**src/rtl/led_pwm_palette_driver_if.sv**
```systemverilog
// Bundle of palette duty inputs, run enable and PWM LED outputs between the
// palette pulser (master) and the PWM driver (slave).
interface led_pwm_palette_driver_if #(
  parameter int parm_color_led_count = 4,
  parameter int parm_basic_led_count = 4
);
  logic                              i_enable;
  logic [8*parm_color_led_count-1:0] i_color_led_red_value;
  logic [8*parm_color_led_count-1:0] i_color_led_green_value;
  logic [8*parm_color_led_count-1:0] i_color_led_blue_value;
  logic [8*parm_basic_led_count-1:0] i_basic_led_lumin_value;
  logic [parm_color_led_count-1:0]   eo_color_led_red;
  logic [parm_color_led_count-1:0]   eo_color_led_green;
  logic [parm_color_led_count-1:0]   eo_color_led_blue;
  logic [parm_basic_led_count-1:0]   eo_basic_led;
  logic                              o_period_strobe;

  modport master (
    output i_enable, i_color_led_red_value, i_color_led_green_value,
           i_color_led_blue_value, i_basic_led_lumin_value,
    input  eo_color_led_red, eo_color_led_green, eo_color_led_blue,
           eo_basic_led, o_period_strobe
  );

  modport slave (
    input  i_enable, i_color_led_red_value, i_color_led_green_value,
           i_color_led_blue_value, i_basic_led_lumin_value,
    output eo_color_led_red, eo_color_led_green, eo_color_led_blue,
           eo_basic_led, o_period_strobe
  );
endinterface

```
**src/rtl/led_pwm_palette_driver.sv**
```systemverilog
// 255-step PWM driver for RGB and basic LEDs with per-period shadowed duties
// and per-LED phase staggering to spread switching edges.
module led_pwm_palette_driver #(
  parameter int parm_color_led_count = 4,
  parameter int parm_basic_led_count = 4,
  parameter int parm_FCLK            = 40_000_000,
  parameter int parm_pwm_freq_hz     = 1000,
  parameter int parm_phase_step      = 64
) (
  input  logic i_clk,
  input  logic i_arst_n,
  led_pwm_palette_driver_if.slave bus
);
  localparam int NC      = parm_color_led_count;
  localparam int NB      = parm_basic_led_count;
  localparam int c_div   = parm_FCLK / (parm_pwm_freq_hz * 255);
  localparam int c_pre_w = (c_div > 1) ? $clog2(c_div) : 1;

  generate
    if (c_div < 1) begin : g_bad_div
      $error("led_pwm_palette_driver: clock too slow for requested PWM rate (c_div < 1)");
    end
  endgenerate

  logic [c_pre_w-1:0] pre;
  logic [7:0]         s_step;
  logic               s_ce;
  logic               s_wrap;
  logic               strobe_q;

  logic [8*NC-1:0] sh_red, sh_green, sh_blue;
  logic [8*NB-1:0] sh_lumin;

  logic [NC-1:0] red_on, green_on, blue_on;
  logic [NB-1:0] basic_on;
  logic [NC-1:0] red_q, green_q, blue_q;
  logic [NB-1:0] basic_q;

  assign s_ce   = bus.i_enable && (pre == c_pre_w'(c_div - 1));
  assign s_wrap = s_ce && (s_step == 8'd254);

  always_ff @(posedge i_clk or negedge i_arst_n) begin
    if (!i_arst_n) begin
      pre      <= '0;
      s_step   <= '0;
      strobe_q <= 1'b0;
    end else if (!bus.i_enable) begin
      pre      <= '0;
      s_step   <= '0;
      strobe_q <= 1'b0;
    end else begin
      pre      <= s_ce ? '0 : pre + c_pre_w'(1);
      strobe_q <= s_wrap;
      if (s_ce) begin
        s_step <= s_wrap ? 8'd0 : s_step + 8'd1;
      end
    end
  end

  // Shadows track the inputs while idle so a restart uses the latest duties.
  always_ff @(posedge i_clk or negedge i_arst_n) begin
    if (!i_arst_n) begin
      sh_red   <= '0;
      sh_green <= '0;
      sh_blue  <= '0;
      sh_lumin <= '0;
    end else if (!bus.i_enable || s_wrap) begin
      sh_red   <= bus.i_color_led_red_value;
      sh_green <= bus.i_color_led_green_value;
      sh_blue  <= bus.i_color_led_blue_value;
      sh_lumin <= bus.i_basic_led_lumin_value;
    end
  end

  function automatic logic [7:0] phase_of(input logic [7:0] step, input logic [7:0] offset);
    logic [8:0] sum;
    sum = {1'b0, step} + {1'b0, offset};
    if (sum >= 9'd255) sum = sum - 9'd255;
    return sum[7:0];
  endfunction

  generate
    for (genvar k = 0; k < NC; k++) begin : g_color
      localparam logic [7:0] c_off = 8'((k * parm_phase_step) % 255);
      logic [7:0] p;
      assign p           = phase_of(s_step, c_off);
      assign red_on[k]   = p < sh_red[8*k +: 8];
      assign green_on[k] = p < sh_green[8*k +: 8];
      assign blue_on[k]  = p < sh_blue[8*k +: 8];
    end
    for (genvar k = 0; k < NB; k++) begin : g_basic
      localparam logic [7:0] c_off = 8'((k * parm_phase_step) % 255);
      logic [7:0] p;
      assign p           = phase_of(s_step, c_off);
      assign basic_on[k] = p < sh_lumin[8*k +: 8];
    end
  endgenerate

  always_ff @(posedge i_clk or negedge i_arst_n) begin
    if (!i_arst_n) begin
      red_q   <= '0;
      green_q <= '0;
      blue_q  <= '0;
      basic_q <= '0;
    end else if (!bus.i_enable) begin
      red_q   <= '0;
      green_q <= '0;
      blue_q  <= '0;
      basic_q <= '0;
    end else begin
      red_q   <= red_on;
      green_q <= green_on;
      blue_q  <= blue_on;
      basic_q <= basic_on;
    end
  end

  assign bus.eo_color_led_red   = red_q;
  assign bus.eo_color_led_green = green_q;
  assign bus.eo_color_led_blue  = blue_q;
  assign bus.eo_basic_led       = basic_q;
  assign bus.o_period_strobe    = strobe_q;
endmodule
```
**src/flat_wrapper.sv**
```systemverilog
// flat-port wrapper written by rule: the top's interface ports become plain ports
module led_pwm_palette_driver_flat 
#(
  parameter int parm_color_led_count = 4,
  parameter int parm_basic_led_count = 4,
  parameter int parm_FCLK            = 40_000_000,
  parameter int parm_pwm_freq_hz     = 1000,
  parameter int parm_phase_step      = 64
)
  (i_clk, i_arst_n, bus_i_enable, bus_i_color_led_red_value, bus_i_color_led_green_value, bus_i_color_led_blue_value, bus_i_basic_led_lumin_value, bus_eo_color_led_red, bus_eo_color_led_green, bus_eo_color_led_blue, bus_eo_basic_led, bus_o_period_strobe);
  led_pwm_palette_driver_if #(.parm_color_led_count(parm_color_led_count), .parm_basic_led_count(parm_basic_led_count)) bus_i ();
  input  logic i_clk;
  input  logic i_arst_n;
  input wire logic [$bits(bus_i.i_enable)-1:0] bus_i_enable;
  input wire logic [$bits(bus_i.i_color_led_red_value)-1:0] bus_i_color_led_red_value;
  input wire logic [$bits(bus_i.i_color_led_green_value)-1:0] bus_i_color_led_green_value;
  input wire logic [$bits(bus_i.i_color_led_blue_value)-1:0] bus_i_color_led_blue_value;
  input wire logic [$bits(bus_i.i_basic_led_lumin_value)-1:0] bus_i_basic_led_lumin_value;
  output wire logic [$bits(bus_i.eo_color_led_red)-1:0] bus_eo_color_led_red;
  output wire logic [$bits(bus_i.eo_color_led_green)-1:0] bus_eo_color_led_green;
  output wire logic [$bits(bus_i.eo_color_led_blue)-1:0] bus_eo_color_led_blue;
  output wire logic [$bits(bus_i.eo_basic_led)-1:0] bus_eo_basic_led;
  output wire logic [$bits(bus_i.o_period_strobe)-1:0] bus_o_period_strobe;
  assign bus_i.i_enable = bus_i_enable;
  assign bus_i.i_color_led_red_value = bus_i_color_led_red_value;
  assign bus_i.i_color_led_green_value = bus_i_color_led_green_value;
  assign bus_i.i_color_led_blue_value = bus_i_color_led_blue_value;
  assign bus_i.i_basic_led_lumin_value = bus_i_basic_led_lumin_value;
  assign bus_eo_color_led_red = bus_i.eo_color_led_red;
  assign bus_eo_color_led_green = bus_i.eo_color_led_green;
  assign bus_eo_color_led_blue = bus_i.eo_color_led_blue;
  assign bus_eo_basic_led = bus_i.eo_basic_led;
  assign bus_o_period_strobe = bus_i.o_period_strobe;
  led_pwm_palette_driver #(.parm_color_led_count(parm_color_led_count), .parm_basic_led_count(parm_basic_led_count), .parm_FCLK(parm_FCLK), .parm_pwm_freq_hz(parm_pwm_freq_hz), .parm_phase_step(parm_phase_step)) u_core (.i_clk(i_clk), .i_arst_n(i_arst_n), .bus(bus_i));
endmodule
```
**config.mk**
```make
export PLATFORM = sky130hd
export DESIGN_NAME = led_pwm_palette_driver_flat
export DESIGN_NICKNAME = d
export VERILOG_FILES = /design/src/rtl/led_pwm_palette_driver_if.sv /design/src/rtl/led_pwm_palette_driver.sv /design/src/flat_wrapper.sv
export SDC_FILE = /design/constraint.sdc
export NUM_CORES = 1
export LEC_CHECK = 0
export CAP_MARGIN = 40
export CORE_AREA = 2 2 177 136
export DETAILED_ROUTE_END_ITERATION = 12
export DIE_AREA = 0 0 179 138
export PLACE_DENSITY = 0.67
export SLEW_MARGIN = 15
export SYNTH_ARGS = -nofsm -noshare
export SYNTH_HDL_FRONTEND = slang
export SYNTH_SLANG_ARGS = --single-unit
export TNS_END_PERCENT = 30
```
**constraint.sdc**
```tcl
create_clock -name i_clk -period 3.3 [get_ports i_clk]
set_input_delay 0.33 -clock i_clk [delete_from_list [all_inputs] [get_ports i_clk]]
set_output_delay 0.33 -clock i_clk [all_outputs]
set_load 0.005 [all_outputs]
```
# Yosys cells after proc, flatten, opt, wreduce, memory -nomap -nowiden
# Index checks and enable logic that the tools add are counted.
[word_totals] register_bits=161 latch_bits=0 ramBits=0 rom_bits=0 input_bits=131 elab_cells=61 mem_count=0
[op_classes] add_sub_neg=9 multipliers=0 div_mod_pow=0 magnitude_cmp=20 n_eq_ne=3 shifts=0 mux=14 bitwise_logic=0 n_reduce_logical=4
[op_table] op="8-bit less-than comparator" count=16
[op_table] op="8-bit two-way mux" count=9
[op_table] op="8-bit subtractor, second input constant" count=4
[op_table] op="9-bit by 8-bit >= comparator with 1-bit output, second input constant" count=3
[op_table] op="8-bit by 8-bit adder with 9-bit output, second input constant" count=2
[op_table] op="8-bit by 1-bit adder with 8-bit output, second input constant" count=2
[op_table] op="8-bit equality test, second input constant" count=2
[op_table] op="4-bit two-way mux" count=4
[op_table] op="8-bit by 7-bit adder with 9-bit output, second input constant" count=1
[op_table] op="8-bit >= comparator, second input constant" count=1
[op_table] op="1-bit logical AND" count=2
[op_table] op="2-bit by 1-bit != test with 1-bit output, second input constant" count=1
[op_table] op="1-bit zero test" count=1
[op_table] op="1-bit logical OR" count=1
[op_table] op="1-bit two-way mux" count=1

# Logic depth before layout (Yosys ltp)
[depth] depth_word=6 depth_mapped=13

# Worst setup path before layout
# No wires, ideal clock.
[synth_timing] kind="register to register" start="register u_core.s_step[6]" end="register u_core.basic_q[1] (netlist: u_core.bus.eo_basic_led[1])" setup_time_ns=0.077 arrival_time_ns=2.984 required_ns=3.223 setup_slack_ns=0.239 path_stages_with_launch=12 path_buffers=1 period_less_slack_ns=3.061 path_cell_list="dfrtp_1 -> buf_1 -> inv_1 -> ha_1 -> nand4b_1 -> a2bb2oi_1 -> nand2b_1 -> xnor2_1 -> ha_1 -> a2111oi_0 -> o211ai_1 -> a21oi_1"
[synth_via] elab_chain_cells=5 word_cells_on_any_way=6 cone_classes="add/sub: 2; order compare: 2; mux: 2"
[synth_rtl] item="start, declared" line="led_pwm_palette_driver.sv:26" rtl="logic [7:0] s_step;"
[synth_rtl] item="start signal, assigned" line="led_pwm_palette_driver.sv:55" rtl="s_step <= s_wrap ? 8'd0 : s_step + 8'd1;"
[synth_rtl] item="8-bit by 7-bit adder with 9-bit output (*)" line="led_pwm_palette_driver.sv:77" rtl="sum = {1'b0, step} + {1'b0, offset};"
[synth_rtl] item="8-bit subtractor / 9-bit by 8-bit >= comparator with 1-bit output (equally long branches)" line="led_pwm_palette_driver.sv:78" rtl="if (sum >= 9'd255) sum = sum - 9'd255;"
[synth_rtl] item="8-bit two-way mux (*)" line="led_pwm_palette_driver.sv:78"
[synth_rtl] item="8-bit less-than comparator (*)" line="led_pwm_palette_driver.sv:95" rtl="assign basic_on[k] = p < sh_lumin[8*k +: 8];"
[synth_rtl] item="4-bit two-way mux (*)" line="led_pwm_palette_driver.sv:105" rtl="end else if (!bus.i_enable) begin"
[synth_rtl] item="end signal, assigned" line="led_pwm_palette_driver.sv:114" rtl="basic_q <= basic_on;"
[synth_rtl] item="end, declared" line="led_pwm_palette_driver.sv:37" rtl="logic [NB-1:0] basic_q;"
# Every way passes the cells marked *; elsewhere a longest branch is shown, timed or not.
# A chain may end at the register's enable or synchronous reset.

# Worst setup path in the final report
[layout_timing] start="register u_core.s_step[7]" end="register u_core.red_q[1] (netlist: u_core.bus.eo_color_led_red[1])"
[layout_via] elab_chain_cells=5 word_cells_on_any_way=6 cone_classes="add/sub: 2; order compare: 2; mux: 2"
[layout_rtl] item="8-bit by 7-bit adder with 9-bit output (*)" line="led_pwm_palette_driver.sv:77"
[layout_rtl] item="8-bit subtractor / 9-bit by 8-bit >= comparator with 1-bit output (equally long branches)" line="led_pwm_palette_driver.sv:78"
[layout_rtl] item="8-bit two-way mux (*)" line="led_pwm_palette_driver.sv:78"
[layout_rtl] item="8-bit less-than comparator (*)" line="led_pwm_palette_driver.sv:87" rtl="assign red_on[k] = p < sh_red[8*k +: 8];"
[layout_rtl] item="4-bit two-way mux (*)" line="led_pwm_palette_driver.sv:105"
[layout_rtl] item="end signal, assigned" line="led_pwm_palette_driver.sv:111" rtl="red_q <= red_on;"
[layout_rtl] item="end, declared" line="led_pwm_palette_driver.sv:36" rtl="logic [NC-1:0] red_q, green_q, blue_q;"
# Marks and branches as above.

==> metrics.cfg <==
[worst_setup_path]
end_kind = flip-flop
cp-startpoint = u_core.s_step[7]$_DFFE_PN0P_
cp_max_fo = 8
slowest_delay_ns = 0.47
crit_top_cell = ha_1
timing.reg2reg.worst_path_depth = 10
critPathBufInv = 1
cp.arrival_ns = 3.48
required_ns = 3.66
cp_slowest_cell = dfrtp_1
crit_type = reg -> reg
crit_family = compound AO/OA/AOI/OAI gates
worstPathCellList = inv_1, ha_1, nand4b_1, a2bb2oi_2, nand2b_1, xnor2_2, ha_1, a2111oi_0, o211ai_1, a21oi_1
r2r-start = u_core.s_step[7]$_DFFE_PN0P_
crit_cells = 10
start_kind = flip-flop

[synth]
seq_area_frac_synth = 0.3960
synth-edff-count = 0
synth_area_mm2 = 0.01017
syn_inst = 898
synth_warnings = 0
yosys_register_bits = 161
synth_top_cell_by_area = dfrtp_1
ys_top_cells_by_area = dfrtp_1 40%, mux2_4 15%, ha_1 15%
async_reset_ff_frac = 1.000
synth_nets = 1148
yosysUniqueCellTypes = 50
syn_area_per_cell_um2 = 11.33
ys.flop_type = dfrtp_1
netlist.area_leader.share = 0.3960

[floorplan]
ios = 148
die_h_um = 138
core_mm2 = 0.02324
fp.dieArea_mm2 = 0.02470
die_x_um = 179
row_count = 49
initial_utilization = 0.4379

[route]
drt_iter0_drc = 408
wire_per_inst_um = 17.13
vias_per_cell = 5.173
drt-total-wl_um = 23620
drc = 0
vias = 7133
dr.pass1.iters = 5
ant_nets = 0

[global_route]
gr-total-overflow = 0
grtUsageTotal = 0.1950
grt_pass1_wl_um = 38160
antenna_found_initial = 0
grt_pass1_vias = 7412
grt_max_degree = 75

[sta]
fmax_ghz = 0.3202
setup_viol = 0
relSlewSlack = 0.5128
final_max_slew_viol_count = 0
worst_slew_pin_slew_ns = 0.7285
finalHoldViolCount = 0
fin_crit_sh = 0.9464
hold_ws_ns = 0.3521
fin_crit_ns = 3.123
finClkSkew_ns = 0.01591
finalSetupTns_ns = 0

[final_layout]
antenna_cells = 0
fillers = 2058
layoutNonFillerInstCount = 1379
synthToLayoutAreaGrowth_pct = 23.18
ff_latch_area_mm2 = 0.004029
multiInputGateArea_mm2 = 0.005358
nNetsFinal = 1310
drive_gt1_frac = 0.1575
final_common_cell = dfrtp_1
postLayoutCoreUtil = 0.5394
final_cell_mix = 161 x dfrtp_1, 146 x clkdlybuf4s50_1, 127 x inv_1

[pwr]
powerDensity_mw_per_mm2 = 405.6
pwr-share-clk = 0.392
pwr-share-seq = 0.444
irDropWorstVdd_uv = 337.6
intPower_mw = 3.792
netSwitchingFraction = 0.2540
p_sw_mw = 1.291
combPwrFrac = 0.164
leakage_nw = 6.177

[placement]
dp_cells = 1346
place.gp.congestion = 0.8823
portBuffers = 147
hpwlAfterDp_um = 17140

[hold_path]
hp-class = in -> async

[clock_tree]
cts_max_path_buffers = 2
path_clk_slew_ns = 0.07
cts_tree = done
post_cts_buffers = 0
cts.htree.levels = 4
numCtsBuffers = 17
cts-root-buf = clkbuf_16
clock-sinks = 161
clock_latency_ns = 0.44

[outcome]
status = complete, no violations

[flow_run]
drv_cap = 0

## what timing repair did
item                                    4_1_cts  5_1_grt
hold buffers                                  1        0
endpoints found under the hold margin        30        0
endpoints found under the setup margin        0        4
resized for setup                             0        3
## synth_stat cells, types with 8 or more instances
| library cell | instances |
|---|---|
| mux2_4 | 100 |
| a31oi_1 | 14 |
| buf_12 | 11 |
| nor2_1 | 26 |
| nand2_1 | 45 |
| a21o_1 | 17 |
| o21ai_0 | 19 |
| nand4_1 | 22 |
| nand3_1 | 28 |
| a2111oi_0 | 8 |
| ha_1 | 119 |
| clkbuf_1 | 9 |
| nor3_1 | 12 |
| a21oi_1 | 36 |
| mux2_1 | 20 |
| mux2_2 | 9 |
| inv_1 | 127 |
| nand4b_1 | 14 |
| xnor2_1 | 14 |
| o211ai_1 | 13 |
| dfrtp_1 | 161 |
## sequential cells by signal, summed over array words and instances (netlist names)
| name | cells |
|---|---|
| u_core.sh_blue | 32 |
| u_core.sh_lumin | 32 |
| u_core.bus.o_period_strobe | 1 |
| u_core.sh_red | 32 |
| u_core.bus.eo_color_led_blue | 4 |
| u_core.s_step | 8 |
| u_core.bus.eo_color_led_red | 4 |
| u_core.bus.eo_basic_led | 4 |
| u_core.bus.eo_color_led_green | 4 |
| u_core.pre | 8 |
| u_core.sh_green | 32 |
## worst paths after layout
path                                                       endpoint  slack (ns)
setup / recovery           u_core.bus.eo_color_led_red[1]$_DFF_PN0_        0.18
max in group asynchronous             u_core.sh_red[31]$_DFFE_PN0P_        2.15
hold / removal                      u_core.sh_lumin[16]$_DFFE_PN0P_        0.35
hold reg to reg                             u_core.pre[0]$_DFF_PN0_        0.48
setup reg to reg           u_core.bus.eo_color_led_red[1]$_DFF_PN0_        0.18
min in group i_clk                          u_core.pre[0]$_DFF_PN0_        0.48
## cell families (layout without fill, tap and decap cells)
kind of cell / after synthesis / after routing / share of synthesized area
compound gates: 133 / 133 / 0.08596
xor+xnor: 20 / 20 / 0.01722
fa+ha+maj: 119 / 119 / 0.1463
buf+inv: 157 / 332 / 0.07895
flops: 161 / 161 / 0.3960
mux: 131 / 131 / 0.1816
simple gates: 177 / 177 / 0.09395
## stage by stage
stage / setup slack [ns] / power, mW / instance area (µm²)
2_1_floorplan: 0.2390 / 2.783 / 10170
3_3_place_gp: 0.2603 / 3.107 / 11930
3_5_place_dp: 0.05189 / 3.124 / 11930
4_1_cts: 0.02459 / 5.140 / 12520
5_1_grt: -0.01898 / 5.321 / 12530
6_report: 0.1768 / 5.083 / 12530
## cell type report
cell class,instances,area share
clock buffers,20,0.03564
repair buffers,173,0.1363
multi-input cells,580,0.4275
clock inverters,12,0.01058
flip-flops and latches,161,0.3215
inverters,127,0.03804
well taps,306,0.03055
## worst reg2reg max path, cell delays in order, from the launching register on
cell and delay [ns]:
dfrtp_1 0.47, inv_1 0.18, ha_1 0.43, nand4b_1 0.20
a2bb2oi_2 0.27, nand2b_1 0.13, xnor2_2 0.27, ha_1 0.30
a2111oi_0 0.47, o211ai_1 0.16, a21oi_1 0.18
## power by group through the flow
stage / Sequential, mW / Clock [mW] / Combinational, mW
finish: 2.26 / 1.99 / 0.835
global route: 2.28 / 2.12 / 0.925
CTS: 2.26 / 2.04 / 0.847
detailed placement: 2.29 / 0 / 0.834
global placement: 2.29 / 0 / 0.821
floorplan: 2.25 / 0 / 0.530
## routing by layer
metal / routed length (µm) / track usage / share of wire
met5: 0 / 0 / 0
met3: 1164 / 0.03685 / 0.049
met4: 309 / 0.05006 / 0.013
met2: 10100 / 0.2850 / 0.43
met1: 12040 / 0.2951 / 0.51
Note: power is estimated with default switching activity, not from simulation.
